### src/rtl/syn_fifo_param.sv
// syn_fifo_param: single-clock FIFO with FWFT option, thresholds, count and sticky errors
//   clk, rst (sync, active-high); wr_en/wdata -> full/almost_full/overflow;
//   rd_en -> rdata/rd_valid/empty/almost_empty/underflow; count = occupancy;
//   err_clr clears ovf_sticky/udf_sticky.
module syn_fifo_param #(
  parameter int DATA_WIDTH = 8,
  parameter int DEPTH      = 16,
  parameter int FWFT       = 0,
  parameter int AF_THRESH  = 14,
  parameter int AE_THRESH  = 2
) (
  input  logic                     clk,
  input  logic                     rst,
  input  logic                     wr_en,
  input  logic [DATA_WIDTH-1:0]    wdata,
  output logic                     full,
  output logic                     almost_full,
  output logic                     overflow,
  input  logic                     rd_en,
  output logic [DATA_WIDTH-1:0]    rdata,
  output logic                     rd_valid,
  output logic                     empty,
  output logic                     almost_empty,
  output logic                     underflow,
  output logic [$clog2(DEPTH):0]   count,
  input  logic                     err_clr,
  output logic                     ovf_sticky,
  output logic                     udf_sticky
);
  localparam int ADDR_W = $clog2(DEPTH);
  localparam logic [ADDR_W:0] CNT_FULL = (ADDR_W+1)'(DEPTH);
  localparam logic [ADDR_W:0] CNT_AF   = (ADDR_W+1)'(AF_THRESH);
  localparam logic [ADDR_W:0] CNT_AE   = (ADDR_W+1)'(AE_THRESH);
  localparam logic [ADDR_W:0] ONE      = (ADDR_W+1)'(1);
  logic [DATA_WIDTH-1:0] mem [DEPTH];
  logic [ADDR_W:0] wptr, rptr;
  logic wr_ok, rd_ok, ovf_req, udf_req;
  // Pointers carry a wrap bit, so plain subtraction yields 0..DEPTH with no special case.
  assign count        = wptr - rptr;
  assign full         = count == CNT_FULL;
  assign empty        = count == '0;
  assign almost_full  = count >= CNT_AF;
  assign almost_empty = count <= CNT_AE;
  assign ovf_req      = !rst && wr_en && full;
  assign udf_req      = !rst && rd_en && empty;
  assign wr_ok        = !rst && wr_en && !full;
  assign rd_ok        = !rst && rd_en && !empty;
  always_ff @(posedge clk)
    if (wr_ok) mem[wptr[ADDR_W-1:0]] <= wdata;
  always_ff @(posedge clk) begin
    if (rst) begin
      wptr       <= '0;
      rptr       <= '0;
      overflow   <= 1'b0;
      underflow  <= 1'b0;
      ovf_sticky <= 1'b0;
      udf_sticky <= 1'b0;
    end else begin
      wptr       <= wr_ok ? wptr + ONE : wptr;
      rptr       <= rd_ok ? rptr + ONE : rptr;
      overflow   <= ovf_req;
      underflow  <= udf_req;
      // A new error outranks a coincident clear.
      ovf_sticky <= ovf_req || (ovf_sticky && !err_clr);
      udf_sticky <= udf_req || (udf_sticky && !err_clr);
    end
  end
  if (FWFT != 0) begin : g_fwft
    assign rdata    = empty ? '0 : mem[rptr[ADDR_W-1:0]];
    assign rd_valid = !empty;
  end else begin : g_reg
    always_ff @(posedge clk) begin
      if (rst) begin
        rdata    <= '0;
        rd_valid <= 1'b0;
      end else begin
        rd_valid <= rd_ok;
        if (rd_ok) rdata <= mem[rptr[ADDR_W-1:0]];
      end
    end
  end
endmodule
### config.mk
export PLATFORM = sky130hd
export DESIGN_NAME = syn_fifo_param
export DESIGN_NICKNAME = d
export VERILOG_FILES = /design/src/rtl/syn_fifo_param.sv
export SDC_FILE = /design/constraint.sdc
export NUM_CORES = 1
export LEC_CHECK = 0
export CAP_MARGIN = 20
export CORE_UTILIZATION = 53
export DETAILED_ROUTE_END_ITERATION = 8
export GPL_ROUTABILITY_DRIVEN = 1
export GPL_TIMING_DRIVEN = 0
export PLACE_DENSITY = 0.78
export RECOVER_POWER = 50
export SLEW_MARGIN = 20
export SYNTH_ARGS = -nofsm -noshare
export SYNTH_HDL_FRONTEND = slang
export SYNTH_SLANG_ARGS = --single-unit
### constraint.sdc
create_clock -name clk -period 3.3 [get_ports clk]
set_clock_uncertainty 0.2 [all_clocks]
set_input_delay 0.66 -clock clk [delete_from_list [all_inputs] [get_ports clk]]
set_output_delay 0.66 -clock clk [all_outputs]
set_load 0.02 [all_outputs]
==> out/results.tsv, run 1 <==
stage	metric	value	unit
clock_network	clk root buf	clkbuf_16	
finish	Final nets	464	
route	final wirelength	13.9	mm
sta	actual slew at the worst max-slew pin	740	ps
placement	routability cong.	0.853	
synth	post-synth top area share	0.610	
floorplanning	die width	111	µm
sta	Final Critical Period	3350	ps
floorplanning	core area	11500	µm²
sta	Final period util	1.01	
route	via count	3626	
route	DR vias/cell	6.07	
worst_setup_path	Worst path depth	12	
clock_network	clk sinks	151	
sta	Fin Setup TNS	-82.7	ps
worst_setup_path	Setup crit end kind	output port	
sta	RSZ-0062 raised after global routing	true	
synth	Mapped Cells	369	
floorplanning	Ports	35	
synth	Post-synth ARST share	0	
worst_setup_path	delay-heaviest family, CP	buffers and inverters	
grt	vias in the first global route	3719	
finish	commonest non-fill, non-tap cells in the layout	128 x edfxtp_1, 31 x mux4_2, 22 x buf_4	
floorplanning	Rows	39	
grt	first-pass GRT wire length	21.4	mm
placement	PortBufs	34	
finish	fraction of layout cells with a size suffix above 1	0.300	
worst_setup_path	Worst R2R End	mem[7][1]	
synth	Synth Register Bits	151	
worst_setup_path	critical path startpoint	wptr[0]	
sta	endpoints failing hold	0	
synth	Syn Area/Cell	17.1	µm²
worst_setup_path	CP required	2440	ps
worst_setup_path	end of the critical path	full	
grt	initial antenna violation count	0	
worst_setup_path	FF-to-FF Start	wptr[0]	
synth	synth top area cells	edfxtp_1 61%, mux4_2 11%, dfxtp_1 7.3%	
finish	layout overhead on the synthesized area	23.3	%
route	Initial DRC Count	338	
finish	Finished Layout Cells	597	
sta	Final setup viols	2	
worst_setup_path	CP dominant cell by count	buf_6	
worst_setup_path	R2R cell count	11	
synth	Post-Syn Area	6300	µm²
power	cell leakage power	0.00265	µW
clock_network	hold_buf cts	0	
sta	worst hold slack	259	ps
power	Cell Pwr Density	856	nW/µm²
synth	Cell variety after synth	51	
worst_setup_path	maximum fanout along the worst path	4	
finish	diode count	0	
synth	Syn. warnings	0	
route	Post-DRT Antenna Nets	0	
sta	max-slew violations	0	
worst_setup_path	WP buf/inv	6	
hold_path	HP Class	reg -> reg	
hold_path	worst hold start	udf_sticky	
synth	Yosys top cell by area	edfxtp_1	
worst_setup_path	slowest CP cell	dfxtp_4	
route	drc violations	14	
worst_setup_path	R2R Setup Slk	130	ps
finish	most common cell after layout, fill and taps aside	edfxtp_1	
clock_network	htree depth	4	
finish	Util after Layout	0.674	
sta	Slew HR	0.507	
flow_run	# Max-Cap Violations	0	
clock_network	buffer depth of the longest clock path	2	
sta	fmax	0.299	GHz
worst_setup_path	Startpoint Class	register	
grt	largest net degree at the start of global routing	17	
status	outcome	finished, violations left	
worst_setup_path	CP Class	reg -> out	
synth	Post-synth EDFFs	128	
synth	Synth Flop Type	edfxtp_1	
clock_network	TritonCTS clock tree	built	
floorplanning	die extent in y	111	µm
status	failing checks	design-rule violations, negative setup slack	
synth	Mapped Nets	392	
route	DRT Pass-1 Iters	7	
worst_setup_path	Largest stage delay, worst path	350	ps
floorplanning	DIE AREA	12300	µm²
grt	grt ovf	0	
clock_network	Clock Latency Late Sink	430	ps
floorplanning	starting density of the core	0.547	
route	drt wl/cell	23.2	µm
power	Worst IR Drop VDD	552	µV
worst_setup_path	Worst Path Arrival	2490	ps
clock_network	CTS clk-pin slew, worst paths	60	ps
placement	Inst Count DP	546	
placement	post-detail-place hpwl	8.91	mm
placement	Post-Place Worst Slack	-1020	ps
clock_network	CTS buffer count	17	
sta	worst setup margin	-47.1	ps
worst_setup_path	worst path cell trace	inv_4 -> ha_4 -> inv_2 -> fa_2 -> a21o_1 -> a21oi_4 -> xor2_4 -> buf_4 -> buf_6 -> buf_8 -> nor2_4 -> buf_6	
synth	register area share after synthesis	0.683	
grt	GRT Overall Usage	0.246	
## report_power, final
part           internal, µW  switching [µW]  leakage (µW)
Combinational          1140            1330       0.00103
Sequential             2180            65.6       0.00134
Clock                  1130             805      0.000286
Total                  4450            2200       0.00265
## layer usage
metal	wire length, µm	track usage	part of all wire	up-vias
met4	496	0.124	0.036	0
li1	-	-	-	1617
met1	5780	0.310	0.42	1836
met5	0	0	0	-
met2	6840	0.396	0.49	137
met3	754	0.0651	0.054	36
## what timing repair did
item                       CTS  global route
pin swaps                    7             6
cloned                       0             0
setup endpoints to repair  141            15
setup buffers               15             6
gates resized for setup     67            13
## worst reg2reg max path: cells and delay by family (launching register included)
family                   cells  cell delay [ps]
AO/OA/AOI/OAI                3              700
XOR/XNOR                     1              200
adder cells (fa/ha/maj)      2              450
buffers and inverters        4              350
flip-flops                   1              350
AND/OR/NAND/NOR              1              540
## worst min path at each step
stage                      end  depth (start not counted)
finish              udf_sticky                          2
global route          rdata[5]                          2
floorplan              wptr[4]                          1
CTS                   rdata[5]                          2
detailed placement    rdata[5]                          2
global placement      rdata[5]                          2
## cell type report
class	instances	area, µm²
fillers	743	3750
flip-flops and latches	151	4320
multi-input cells	181	1940
plain buffers	18	150
well taps	143	179
inverters	17	75.1
clock inverters	15	168
clock buffers	17	425
repair buffers	55	507
## flip-flops by register name, summed over array words and instances, names as in the netlist
signal      flops
rptr            5
mem           128
wptr            5
ovf_sticky      1
udf_sticky      1
rdata           8
underflow       1
overflow        1
rd_valid        1
## kinds of logic after synthesis
logic type	count (synthesis)	share of synthesized area
xor gates and xnor gates	4	0.00974
buffers and inverters	37	0.0296
adders and majority gates	10	0.0211
DFF	151	0.683
muxes	44	0.133
AOI/OAI and AO/OA	48	0.0614
and+or+nand+nor	75	0.0616
## cell usage after synthesis, types with 3 or more instances
cell / n
a21oi_1: 3
a21oi_4: 3
and3_1: 12
buf_2: 6
buf_6: 4
clkbuf_1: 8
dfxtp_1: 23
edfxtp_1: 128
ha_1: 9
inv_1: 16
mux2i_1: 8
mux4_2: 31
nand2_1: 11
nand4_1: 7
nor2_1: 22
nor2b_1: 9
o211ai_1: 8
o22ai_1: 13
o311ai_1: 4
## through the flow
step | area, µm² | total power (µW)
after global routing | 7770 | 6890
after global placement | 6830 | 4240
after detailed placement | 6830 | 4290
after CTS | 7700 | 6570
after floorplan | 6310 | 3620
final | 7770 | 6650
Note: power is estimated with default switching activity, not from simulation.
==> run 2: changes to the inputs <==
--- a/config.mk
+++ b/config.mk
@@ -6,13 +6,13 @@
 export NUM_CORES = 1
 export LEC_CHECK = 0
 export CAP_MARGIN = 20
-export CORE_UTILIZATION = 53
+export CORE_UTILIZATION = 59
 export DETAILED_ROUTE_END_ITERATION = 8
 export GPL_ROUTABILITY_DRIVEN = 1
 export GPL_TIMING_DRIVEN = 0
-export PLACE_DENSITY = 0.78
+export MAX_ROUTING_LAYER = met4
+export PLACE_DENSITY = 0.82
 export RECOVER_POWER = 50
-export SLEW_MARGIN = 20
 export SYNTH_ARGS = -nofsm -noshare
 export SYNTH_HDL_FRONTEND = slang
 export SYNTH_SLANG_ARGS = --single-unit
==> constraint.sdc (replaced) <==
create_clock -name clk -period 3.45 [get_ports clk]
set_clock_uncertainty 0.2 [all_clocks]
set_input_delay 0.69 -clock clk [delete_from_list [all_inputs] [get_ports clk]]
set_output_delay 0.69 -clock clk [all_outputs]
set_load 0.02 [all_outputs]
==> out/results.tsv, run 2 (synthesized netlist as in run 1, its figures left out) <==
stage	metric	value	unit	change
worst_setup_path	delay-heaviest family, CP	buffers and inverters		
clock_network	buffer depth of the longest clock path	2		unchanged
floorplanning	die extent in y	105	µm	-5.1%
status	outcome	finished, violations left		
route	drt wl/cell	23.3	µm	+0.27%
sta	endpoints failing hold	0		unchanged
route	Initial DRC Count	459		+36%
sta	Final setup viols	2		unchanged
grt	vias in the first global route	3684		-0.94%
floorplanning	Ports	35		unchanged
route	Post-DRT Antenna Nets	0		unchanged
worst_setup_path	critical path startpoint	rptr[2]		
route	final wirelength	13.8	mm	-0.40%
worst_setup_path	R2R cell count	11		unchanged
grt	largest net degree at the start of global routing	17		unchanged
sta	Final period util	1.01		
worst_setup_path	Startpoint Class	register		
sta	Slew HR	0.527		+0.0202
worst_setup_path	slowest CP cell	dfxtp_4		
finish	Util after Layout	0.751		+0.0764
placement	Inst Count DP	540		-1.1%
flow_run	# Max-Cap Violations	0		unchanged
placement	post-detail-place hpwl	8.56	mm	-3.9%
placement	Post-Place Worst Slack	-945	ps	+71.3 ps
sta	worst setup margin	-19.1	ps	+28.0 ps
finish	Finished Layout Cells	593		-0.67%
finish	max reg flops	128		unchanged
worst_setup_path	end of the critical path	full		
worst_setup_path	CP required	2560	ps	+120 ps
floorplanning	Rows	37		-5.1%
route	DRT Pass-1 Iters	5		-2
grt	initial antenna violation count	0		unchanged
power	Worst IR Drop VDD	709	µV	+28%
finish	diode count	0		unchanged
power	Cell Pwr Density	818	nW/µm²	-4.4%
worst_setup_path	Largest stage delay, worst path	360	ps	about the same
floorplanning	die width	105	µm	-5.1%
route	drc violations	0		-14
worst_setup_path	Worst Path Arrival	2580	ps	+90 ps
floorplanning	DIE AREA	11100	µm²	-10%
sta	actual slew at the worst max-slew pin	709	ps	-30.3 ps
finish	Fill cells	576		-22%
worst_setup_path	WP buf/inv	7		+1
grt	first-pass GRT wire length	20.9	mm	-2.4%
finish	most common cell after layout, fill and taps aside	edfxtp_1		
clock_network	CTS buffer count	17		unchanged
sta	Final Critical Period	3470	ps	
floorplanning	starting density of the core	0.610		+0.0632
grt	grt ovf	0		unchanged
placement	PortBufs	34		unchanged
clock_network	CTS clk-pin slew, worst paths	70	ps	about the same
clock_network	clk root buf	clkbuf_8		
worst_setup_path	CP Class	reg -> out		
finish	fraction of layout cells with a size suffix above 1	0.295		-0.00415
clock_network	clk sinks	151		unchanged
sta	max-slew violations	0		unchanged
finish	Final nets	468		+0.86%
clock_network	htree depth	4		unchanged
sta	fmax	0.288	GHz	
finish	commonest non-fill, non-tap cells in the layout	128 x edfxtp_1, 31 x mux4_2, 26 x buf_4		
worst_setup_path	R2R Setup Slk	160	ps	+30 ps
worst_setup_path	Worst path depth	12		unchanged
status	failing checks	negative setup slack		
clock_network	Clock Latency Late Sink	530	ps	+100 ps
clock_network	TritonCTS clock tree	built		
placement	routability cong.	0.871		+2.2%
finish	layout overhead on the synthesized area	23.1	%	
worst_setup_path	Setup crit end kind	output port		
route	DR vias/cell	6.34		+4.4%
hold_path	HP Class	reg -> reg		
floorplanning	core area	10300	µm²	-10%
sta	worst hold slack	259	ps	+0.539 ps
worst_setup_path	FF-to-FF Start	wptr[0]		
worst_setup_path	Worst R2R End	mem[3][0]		
sta	RSZ-0062 raised after global routing	true		
worst_setup_path	worst path cell trace	buf_8 -> buf_12 -> inv_4 -> ha_4 -> a21o_1 -> a21oi_4 -> xor2_4 -> buf_4 -> buf_6 -> buf_8 -> nor2_4 -> buf_6		
route	via count	3761		+3.7%
power	cell leakage power	0.00265	µW	-0.31%
worst_setup_path	maximum fanout along the worst path	10		+6
grt	GRT Overall Usage	0.276		+0.0301
-- run 2: changes by cell type in the layout (fill, tap and decap cells not counted), sizes merged --
cell,before,now
clkinvlp,3,5
dlymetal6s2s,1,0
clkdlybuf4s50,6,7
clkbuf,25,26
buf,35,39
inv,22,18
-- run 2: metrics by stage --
stage	total power, µW	area [µm²]	setup TNS [ps]
2_1_floorplan	3470	6310	0
3_3_place_gp	4030	6820	-41050
3_5_place_dp	4070	6830	-48330
4_1_cts	6170	7650	-419
5_1_grt	6570	7750	-281
6_report	6340	7750	-29.0
-- run 2: tightest hold or removal path: stages, from the launching register on --
cell and delay, ps:
dfxtp_1 310, nand2_1 60, a21oi_1 50
-- run 2: final cells by class --
class                   instances  area [µm²]  share of cell area
flip-flops and latches        151        4320               0.557
multi-input cells             181        1940               0.251
plain buffers                  18         145              0.0187
well taps                     136         170              0.0220
clock inverters                13         148              0.0190
repair buffers                 59         534              0.0689
inverters                      17        77.6              0.0100
clock buffers                  18         418              0.0539
-- run 2: where the power goes --
part / switching, µW / total [µW] / leakage, µW / internal (µW)
clock network: 740 / 1770 / 0.000264 / 1030
registers: 63.4 / 2150 / 0.00134 / 2080
logic: 1280 / 2420 / 0.00104 / 1140
-- run 2: timing repair --
action                                  4_1_cts  5_1_grt
endpoints found under the setup margin      133       20
pin swaps                                     7        4
buffers inserted                             12       12
gates resized for setup                      67       10
gates cloned                                  0        0
hold buffers                                  0        0
-- run 2: layer usage --
layer | wire, µm | GRT usage | up-vias
met1 | 5220 | 0.330 | 1898
met5 | 0 | - | -
li1 | - | - | 1627
met4 | 464 | 0.136 | 0
met3 | 1220 | 0.0835 | 39
met2 | 6920 | 0.431 | 197
-- run 2: worst min path at each step --
stage / from / endpoint / slack (ps) / cells after the start
6_report: udf_sticky / udf_sticky / 260 / 2
5_1_grt: rdata[5] / rdata[5] / 290 / 2
4_1_cts: udf_sticky / udf_sticky / 270 / 2
3_5_place_dp: udf_sticky / udf_sticky / 260 / 2
3_3_place_gp: rdata[6] / rdata[6] / 250 / 2
2_1_floorplan: wptr[4] / wptr[4] / 260 / 1
==> run 3: changes to the inputs <==
--- a/config.mk
+++ b/config.mk
@@ -6,12 +6,13 @@
 export NUM_CORES = 1
 export LEC_CHECK = 0
 export CAP_MARGIN = 20
-export CORE_UTILIZATION = 59
+export CORE_MARGIN = 8
+export CORE_UTILIZATION = 43
 export DETAILED_ROUTE_END_ITERATION = 8
 export GPL_ROUTABILITY_DRIVEN = 1
 export GPL_TIMING_DRIVEN = 0
 export MAX_ROUTING_LAYER = met4
-export PLACE_DENSITY = 0.82
+export PLACE_DENSITY = 0.66
 export RECOVER_POWER = 50
 export SYNTH_ARGS = -nofsm -noshare
 export SYNTH_HDL_FRONTEND = slang
==> constraint.sdc (replaced) <==
create_clock -name clk -period 2.8 [get_ports clk]
set_clock_uncertainty 0.2 [all_clocks]
set_input_delay 0.56 -clock clk [delete_from_list [all_inputs] [get_ports clk]]
set_output_delay 0.56 -clock clk [all_outputs]
set_load 0.02 [all_outputs]
==> out/results.tsv, run 3 (synthesized netlist as in run 1, its figures left out) <==
stage	metric	value	unit	change
floorplanning	DIE AREA	18800	µm²	+69%
clock_network	clk root buf	clkbuf_16		
clock_network	Clock Latency Late Sink	420	ps	-110 ps
route	Post-DRT Antenna Nets	0		unchanged
finish	max reg flops	128		unchanged
sta	RSZ-0062 raised after global routing	true		
clock_network	CTS clk-pin slew, worst paths	60	ps	about the same
sta	Slew HR	0.526		-0.000850
grt	first-pass GRT wire length	22.5	mm	+7.4%
route	drt wl/cell	21.6	µm	-7.2%
route	via count	3739		-0.58%
placement	post-detail-place hpwl	9.15	mm	+6.9%
route	drc violations	0		unchanged
finish	fraction of layout cells with a size suffix above 1	0.358		+0.0631
floorplanning	starting density of the core	0.437		-0.173
finish	Final nets	487		+4.1%
status	outcome	finished, violations left		
finish	layout overhead on the synthesized area	29.4	%	
route	DRT Pass-1 Iters	4		-1
grt	GRT Overall Usage	0.167		-0.109
route	Initial DRC Count	272		-41%
clock_network	clk sinks	151		unchanged
sta	worst setup margin	-463	ps	-444 ps
finish	diode count	0		unchanged
clock_network	hold_buf cts	0		unchanged
hold_path	HP Class	reg -> reg		
worst_setup_path	Worst Path Arrival	2500	ps	-80 ps
clock_network	CTS buffer count	17		unchanged
route	DR vias/cell	5.66		-11%
worst_setup_path	Setup crit end kind	output port		
power	total power	8210	µW	+29%
sta	max-slew violations	0		unchanged
floorplanning	Ports	35		unchanged
floorplanning	die extent in y	137	µm	+30%
finish	commonest non-fill, non-tap cells in the layout	128 x edfxtp_1, 32 x buf_4, 31 x mux4_2		
clock_network	htree depth	4		unchanged
grt	initial antenna violation count	0		unchanged
sta	worst hold slack	275	ps	+15.7 ps
sta	endpoints failing hold	0		unchanged
status	failing checks	negative setup slack		
worst_setup_path	CP required	2040	ps	-520 ps
power	cell leakage power	0.00271	µW	+2.6%
power	Worst IR Drop VDD	535	µV	-25%
grt	vias in the first global route	3946		+7.1%
clock_network	TritonCTS clock tree	built		
sta	fmax	0.306	GHz	
sta	actual slew at the worst max-slew pin	711	ps	+1.27 ps
placement	PortBufs	34		unchanged
worst_setup_path	CP Class	reg -> out		
floorplanning	core area	14400	µm²	+40%
route	final wirelength	14.3	mm	+3.5%
finish	most common cell after layout, fill and taps aside	edfxtp_1		
worst_setup_path	Startpoint Class	register		
grt	largest net degree at the start of global routing	19		+2
floorplanning	die width	137	µm	+30%
sta	Final Critical Period	3260	ps	
floorplanning	Rows	44		+19%
flow_run	# Max-Cap Violations	0		unchanged
power	Cell Pwr Density	1010	nW/µm²	+23%
grt	grt ovf	0		unchanged
placement	routability cong.	0.829		-4.8%
sta	Final period util	1.17		
worst_setup_path	maximum fanout along the worst path	5		-5
clock_network	buffer depth of the longest clock path	2		unchanged
sta	Final setup viols	128		+126
-- run 3: cell types whose count changed in the layout (fill, tap and decap cells not counted), moves of 5 or more --
cell / change
buf_4: +6
buf_6: +10
clkdlybuf4s50_1: +13
buf_12: +5
and3_1: -12
dlygate4sd3_1: -15
and3_4: +12
-- run 3: stage by stage --
stage	util	instances	setup slack (ps)	setup TNS (ps)	area, µm²
after floorplan	-	369	-158	-321	6410
after global placement	0.484	587	-939	-60470	6980
after detailed placement	0.484	587	-930	-62130	6980
after CTS	0.552	647	-546	-17960	7960
after global routing	0.565	661	-580	-37740	8150
final	0.565	661	-463	-24310	8150
-- run 3: what timing repair did --
item | in CTS | in global routing
setup buffers | 28 | 17
resized for setup | 83 | 24
gates cloned | 1 | 0
setup endpoints to repair | 146 | 142
pin swaps | 11 | 7
-- run 3: worst paths after layout --
kind	cells past startpoint	end	slack, ps	startpoint
setup reg to reg	13	mem[13][5]	-280	rptr[2]
hold / removal	2	udf_sticky	270	udf_sticky
hold reg to reg	2	udf_sticky	270	udf_sticky
setup / recovery	10	almost_empty	-460	rptr[2]
-- run 3: worst max-delay path: stages (launching register included) --
cell,delay [ps]
dfxtp_4,370
buf_12,120
inv_1,140
ha_4,250
a21o_1,220
a21oi_4,190
xor2_4,200
inv_4,60
buf_8,130
a2111oi_4,190
buf_4,200
-- run 3: power by group --
part	total [µW]	internal, µW	switching, µW
logic	3410	1730	1690
registers	2660	2570	90.3
clock network	2130	1220	913
total	8210	5520	2690
-- run 3: area by class of cell --
class                           instances  area [µm²]
Clock inverter                         15         125
Multi-Input combinational cell        181        2060
Buffer                                 18         154
Clock buffer                           17         425
Timing Repair Buffer                   78         769
Fill cell                            1100        6270
Tap cell                              184         230
Sequential cell                       151        4320
Inverter                               17        72.6
-- run 3: per-layer routing --
layer	vias up	global-route usage	routed length [µm]
met2	148	0.275	7370
met3	32	0.0385	966
met4	0	0.0736	423
met5	-	-	0
li1	1669	-	-
met1	1890	0.192	5540
